--- src/rtl/instr_encoder.sv ---
// Streaming RV32I field-to-word encoder with range checking, a small output FIFO
// and saturating word/error counters.
module instr_encoder #(
  parameter int unsigned DEPTH = 2,
  parameter int unsigned CNT_W = 16
) (
  input  logic             clk,
  input  logic             rst,
  input  logic             in_valid,
  output logic             in_ready,
  input  logic [6:0]       in_opcode,
  input  logic [4:0]       in_rd,
  input  logic [4:0]       in_rs1,
  input  logic [4:0]       in_rs2,
  input  logic [2:0]       in_funct3,
  input  logic [6:0]       in_funct7,
  input  logic [31:0]      in_imm,
  output logic             out_valid,
  input  logic             out_ready,
  output logic [31:0]      out_instr,
  output logic             out_err,
  output logic [CNT_W-1:0] enc_count,
  output logic [CNT_W-1:0] err_count
);

  localparam int unsigned PW = $clog2(DEPTH);
  localparam logic [PW:0] DepthC = (PW+1)'(DEPTH);

  localparam logic [6:0] OpLoad   = 7'b0000011;
  localparam logic [6:0] OpImm    = 7'b0010011;
  localparam logic [6:0] OpJalr   = 7'b1100111;
  localparam logic [6:0] OpStore  = 7'b0100011;
  localparam logic [6:0] OpBranch = 7'b1100011;
  localparam logic [6:0] OpLui    = 7'b0110111;
  localparam logic [6:0] OpAuipc  = 7'b0010111;
  localparam logic [6:0] OpJal    = 7'b1101111;
  localparam logic [6:0] OpReg    = 7'b0110011;

  logic [31:0]   mem_instr [DEPTH];
  logic          mem_err   [DEPTH];
  logic [PW-1:0] wr_ptr, rd_ptr;
  logic [PW:0]   count;
  logic [31:0]   enc_instr;
  logic          enc_err;
  logic signed [31:0] simm;
  logic          accept, emit;

  assign simm      = in_imm;
  assign in_ready  = count < DepthC;
  assign out_valid = count != '0;
  assign out_instr = mem_instr[rd_ptr];
  assign out_err   = mem_err[rd_ptr];
  assign accept    = in_valid & in_ready;
  assign emit      = out_valid & out_ready;

  // Out-of-range immediates are still packed from their truncated bits.
  always_comb begin
    enc_instr = 32'h0;
    enc_err   = 1'b0;
    unique case (in_opcode)
      OpLoad, OpImm, OpJalr: begin
        enc_instr = {in_imm[11:0], in_rs1, in_funct3, in_rd, in_opcode};
        enc_err   = (simm < -2048) || (simm > 2047);
      end
      OpStore: begin
        enc_instr = {in_imm[11:5], in_rs2, in_rs1, in_funct3, in_imm[4:0], in_opcode};
        enc_err   = (simm < -2048) || (simm > 2047);
      end
      OpBranch: begin
        enc_instr = {in_imm[12], in_imm[10:5], in_rs2, in_rs1, in_funct3, in_imm[4:1],
                     in_imm[11], in_opcode};
        enc_err   = (simm < -4096) || (simm > 4094) || in_imm[0];
      end
      OpLui, OpAuipc: begin
        enc_instr = {in_imm[31:12], in_rd, in_opcode};
        enc_err   = in_imm[11:0] != 12'h0;
      end
      OpJal: begin
        enc_instr = {in_imm[20], in_imm[10:1], in_imm[11], in_imm[19:12], in_rd, in_opcode};
        enc_err   = (simm < -1048576) || (simm > 1048574) || in_imm[0];
      end
      OpReg: begin
        enc_instr = {in_funct7, in_rs2, in_rs1, in_funct3, in_rd, in_opcode};
      end
      default: begin
        enc_instr = 32'h0;
        enc_err   = 1'b1;
      end
    endcase
  end

  always_ff @(posedge clk or posedge rst) begin
    if (rst) begin
      for (int i = 0; i < DEPTH; i++) begin
        mem_instr[i] <= 32'h0;
        mem_err[i]   <= 1'b0;
      end
      wr_ptr    <= '0;
      rd_ptr    <= '0;
      count     <= '0;
      enc_count <= '0;
      err_count <= '0;
    end else begin
      if (accept) begin
        mem_instr[wr_ptr] <= enc_instr;
        mem_err[wr_ptr]   <= enc_err;
        wr_ptr            <= wr_ptr + PW'(1);
        if (enc_count != '1) enc_count <= enc_count + CNT_W'(1);
        if (enc_err && (err_count != '1)) err_count <= err_count + CNT_W'(1);
      end
      if (emit) rd_ptr <= rd_ptr + PW'(1);
      if (accept && !emit)      count <= count + (PW+1)'(1);
      else if (!accept && emit) count <= count - (PW+1)'(1);
    end
  end

endmodule

--- config.mk ---
export PLATFORM = sky130hd
export DESIGN_NAME = instr_encoder
export DESIGN_NICKNAME = d
export VERILOG_FILES = /design/src/rtl/instr_encoder.sv
export SDC_FILE = /design/constraint.sdc
export NUM_CORES = 1
export LEC_CHECK = 0
export CORE_MARGIN = 5
export CORE_UTILIZATION = 44
export CTS_CLUSTER_SIZE = 24
export DETAILED_ROUTE_END_ITERATION = 16
export PLACE_DENSITY_LB_ADDON = 0.2
export SLEW_MARGIN = 20
export SYNTH_ARGS = -nofsm -noshare
export SYNTH_HDL_FRONTEND = slang
export SYNTH_SLANG_ARGS = --single-unit
--- constraint.sdc ---
create_clock -name clk -period 2.9 [get_ports clk]
set_input_delay 0.435 -clock clk [delete_from_list [all_inputs] [get_ports clk]]
set_output_delay 0.435 -clock clk [all_outputs]
set_load 0.05 [all_outputs]
# Word level (Yosys, flattened, before mapping)
# Index checks and enable logic that the tools add are counted.
[word_totals]
regBits = 102
output_inout_bits = 67
[op_classes]
add_sub_neg = 6
n_lt_le_gt_ge = 10
n_eq_ne = 11
n_mux = 16
bitwise = 4
reduce_logical = 19
[op_table]
columns = ["operator", "count"]
rows = [
  ["$pmux W32 S6", 1],
  ["$mux W32", 4],
  ["$bwmux W64", 1],
  ["$add A16 B1 Y16 const B", 2],
  ["$demux W32 S1", 1],
  ["$gt A32 B12 Y1 const B", 1],
  ["$gt A32 B13 Y1 const B", 1],
  ["$gt A32 B21 Y1 const B", 1],
  ["$lt A32 B12 Y1 const B", 1],
  ["$lt A32 B13 Y1 const B", 1],
  ["$lt A32 B21 Y1 const B", 1],
  ["$ne A16 B16 Y1 const B", 2],
  ["$eq A7 B6 Y1 const B", 3],
  ["$eq A7 B7 Y1 const B", 3],
  ["$eq A7 B5 Y1 const B", 2],
  ["$reduce_bool A12 Y1", 1],
  ["$eq A7 B2 Y1 const B", 1],
  ["$logic_or A1 B1 Y1", 5],
  ["$pmux W1 S5", 1],
  ["$ge A2 B2 Y1 const B", 2],
  ["$logic_and A1 B1 Y1", 4],
  ["$mux W1", 4],
  ["$mux W2", 2],
  ["$not A1 Y2", 2],
  ["14 further kinds", 19],
]

# Logic depth before layout (Yosys ltp)
[depth]
word_depth = 6
mapped_depth = 9
depth_no_buf = 8

# Worst setup path after synthesis
# Ideal clock, no wire load.
[synth_timing]
kind = "register to register"
from = "register err_count[6]"
to = "register err_count[11]"
setup_ps = 146
arrival_ps = 2231
slack_ps = 523
path_stages_with_launch = 9
n_path_buf = 1
period_less_slack_ps = 2377
cell_sequence = "dfrtp_1 nand3_1 nor2_1 and3_1 nand2_1 o21ai_1 buf_2 nor3_2 xor2_1"
[synth_between]
elab_chain_len = 3
[synth_rtl]
columns = ["element", "line_no", "source"]
rows = [
  ["start, declared", "23", "output logic [CNT_W-1:0] err_count"],
  ["start signal, assigned", "109", "if (enc_err && (err_count != '1)) err_count <= err_count + CNT_W'(1);"],
  ["branches (longest 3 deep; another with $add A16 B1 Y16)", "n/a", ""],
]
# Several ways; the timed one is not identified.
# A chain may end at the register's enable or synchronous reset.

# Worst setup path after layout
[layout_timing]
from = "input in_opcode[3]"
to = "register err_count[6]"
[layout_between]
elab_chain_len = 5
[layout_rtl]
columns = ["element", "line_no", "source"]
rows = [
  ["start, declared", "11", "input logic [6:0] in_opcode,"],
  ["$eq A7 B6 Y1 (tied with other cells)", "60", "unique case (in_opcode)"],
  ["$reduce_or A4 Y1 (no source line) or $reduce_or A2 Y1 (tied branches)", "n/a", ""],
  ["$pmux W1 S5 *", "60", ""],
  ["$logic_and A1 B1 Y1 *", "109", ""],
  ["$reduce_and A2 Y1 (no source line) *", "n/a", ""],
]
# Mark *: on every way between the ends. The rest lies on a longest branch, timed or not.

==> run metrics <==
outcome=complete, no violations; Yosys top cell area share=0.502; Peak Freq=around 380 MHz; row count=39; final number of hold-violating endpoints=0; CTS root buffer=clkbuf_16; CP startpoint kind=input port; Hold EP=mem_instr[31]; Buffers on Ports=approximately 130; slew margin rel.=0.484; met3 WL=about 630 um; TritonCTS clock tree=yes; core area=~11000 um^2; Synth area leaders=dfrtp_1 (50%), mux2_2 (7.5%), nand2_1 (6.4%); Max Buffers Root-to-Sink=2; Tmin final=2.63 ns; Main synth FF type=dfrtp_1; Fin Hold WS=0.478 ns; #FFs+latches synth=102; DIE AREA=13800 um^2; reg2reg start=err_count[5]; endpoint type of the worst setup path=register; initial core utilization=0.447; drt total wl=about 14000 um; flop2flop setup slack=a little under 0.6 ns; synthesized net count=roughly 570; Final Cycle Share=0.908; layout net count=between 700 and 800; Cells after Synth=approximately 500; Slew @ Worst Pin=~0.77 ns; met2 wire length=between 6000 and 7000 um; Worst Skew=around 0.0093 ns; drt first pass iters=5; chip width=between 100 and 150 um; most instantiated library cell after synthesis=dfrtp_1; RSZ-0062 raised after global routing=no; leakage dissipation=3.12 nW; Placed Cells=around 800; crit path DAT=around 2.9 ns; wl on met1=6000 um; DIE HEIGHT=117 um; Syn. warnings=0; initial antenna violation count=0; hold path startpoint=mem_instr[31]; WL/cell=roughly 17 um; GRT Residual Overflow=0; DRC=0; Post-Syn Area per Cell=between 10 and 15 um^2; fraction of layout cells with a size suffix above 1=0.210; Top Layer Used=met4; Reg2Reg Depth=8; cts hold-fix bufs=0; dpl cell area=around 7000 um^2; Post-synth EDFFs=0; CP Max Fanout=13; number of global-route vias before repair=about 4500; Async S/R FF share, synth=1.00; Max Cap Viol=0; top post-synthesis cells by count=dfrtp_1 (102), nand2_1 (87), o21ai_0 (43), mux2_2 (34), o21ai_1 (22); Peak supply drop=around 0.53 mV; post-cts sizing count=0; drt initial violations=~420; GRT Total Usage=0.201; fin area=7350 um^2; setup repair bufs after CTS=0; final core utilization=0.647; non-filler cells, final=about 790; vias post-DR=approximately 4400; vias per cell=around 5.5; clk_lat worst skew=around 0.34 ns; WS Path Type=input port to register; min-delay worst type=register to register; TritonCTS Sinks=102; H-Tree Depth=3; I/O pin total=approximately 140; sequential area share after synthesis=0.502; Slew Viols, Final=0; CP required=approximately 3.1 ns; Critical R2R Capture=err_count[9]; Setup TNS Final=0 ns; area grow syn2layout=44.6%; gpl congestion=between 0.9 and 1; # diodes=0; hold path cells=2; antenna-violating nets left=0; clock slew at reported path FFs=around 0.060 ns; DP HPWL=between 10000 and 15000 um; Synth cell types=50; Mapped Area=5080 um^2; final setup fails=0; largest net degree at the start of global routing=around 100; Yosys top cell by area=dfrtp_1; first-pass GRT wire length=23100 um; CTS Buf Count=9; Power Dens Cells=between 700 and 800 nW/um^2
==> kinds of logic (layout without fill, tap and decap cells) <==
logic type | after synthesis | count (layout) | share of synthesized area
and+or+nand+nor | 188 | 188 | 0.195
muxes | 35 | 35 | 0.0783
adders and majority gates | 3 | 3 | 0.00738
AOI/OAI and AO/OA | 107 | 107 | 0.130
buffers and inverters | 32 | 180 | 0.0273
xor gates and xnor gates | 34 | 34 | 0.0601
DFF | 102 | 102 | 0.502
==> layer usage <==
metal  vias up  global-route usage
met5         -                   0
met1      2123               0.272
met4         0              0.0638
met2       152               0.330
li1       2089                   -
met3        17              0.0346
==> worst max path at each step <==
stage / from / to / slack [ns] / depth (start not counted)
2_1_floorplan: err_count[6] / err_count[11] / 0.52 / 8
3_3_place_gp: in_opcode[6] / err_count[6] / 0.07 / 9
3_5_place_dp: in_opcode[3] / err_count[6] / -0.03 / 8
4_1_cts: in_opcode[3] / err_count[6] / 0.33 / 8
5_1_grt: in_opcode[3] / err_count[6] / 0.13 / 8
6_report: in_opcode[3] / err_count[6] / 0.27 / 8
==> worst max-delay path: stages <==
cell	delay (ns)
clkdlybuf4s50_1	0.45
nand3b_1	0.33
nor3_1	0.50
o211ai_1	0.18
and4_1	0.27
buf_12	0.16
or3_4	0.39
xnor2_2	0.13
==> layout by cell type (no fill, tap or decap), types with 3 or more instances in the layout <==
cell | Yosys | final
xnor2_1 | 17 | 17
nor4_2 | 3 | 3
clkdlybuf4s50_1 | 0 | 101
ha_1 | 3 | 3
and3_1 | 3 | 3
mux2_2 | 34 | 34
nand2_1 | 87 | 86
nand4_1 | 14 | 14
buf_4 | 0 | 19
nor3_2 | 8 | 8
dfrtp_1 | 102 | 102
nand3_1 | 13 | 13
clkbuf_16 | 0 | 9
a22oi_1 | 15 | 15
or2_2 | 4 | 4
o21ai_0 | 43 | 43
a21oi_1 | 7 | 7
nor3_1 | 5 | 5
nor2_1 | 21 | 21
xor2_1 | 16 | 16
a222oi_1 | 11 | 11
inv_1 | 8 | 7
nor4_1 | 8 | 8
buf_12 | 0 | 36
o21ai_1 | 22 | 22
==> through the flow <==
step	power (mW)	setup WS [ns]
final	5.58	0.267
after global routing	5.87	0.132
after CTS	5.64	0.331
after detailed placement	4.35	-0.0259
after global placement	4.29	0.0727
after floorplan	3.34	0.523
==> final cells by class <==
cell class                 instances  area, um^2
sequential                       102        2550
clock inverter                     6        86.3
tap                              143         179
clock buffer                       9         225
inverter                           9        37.5
multi-input combinational        367        2400
fill                             951        4020
timing repair buffer             156        1870
==> report_power, final <==
group / switching, mW / total, mW / internal (mW)
clock network: 0.524 / 1.28 / 0.752
logic: 1.41 / 2.43 / 1.02
registers: 0.188 / 1.87 / 1.69
==> state kept, by name (all words and copies together) (netlist names) <==
name and count:
wr_ptr 1, mem_instr 64, err_count 16, count 2
enc_count 16, mem_err 2, rd_ptr 1
(Power assumes the default switching activity.)
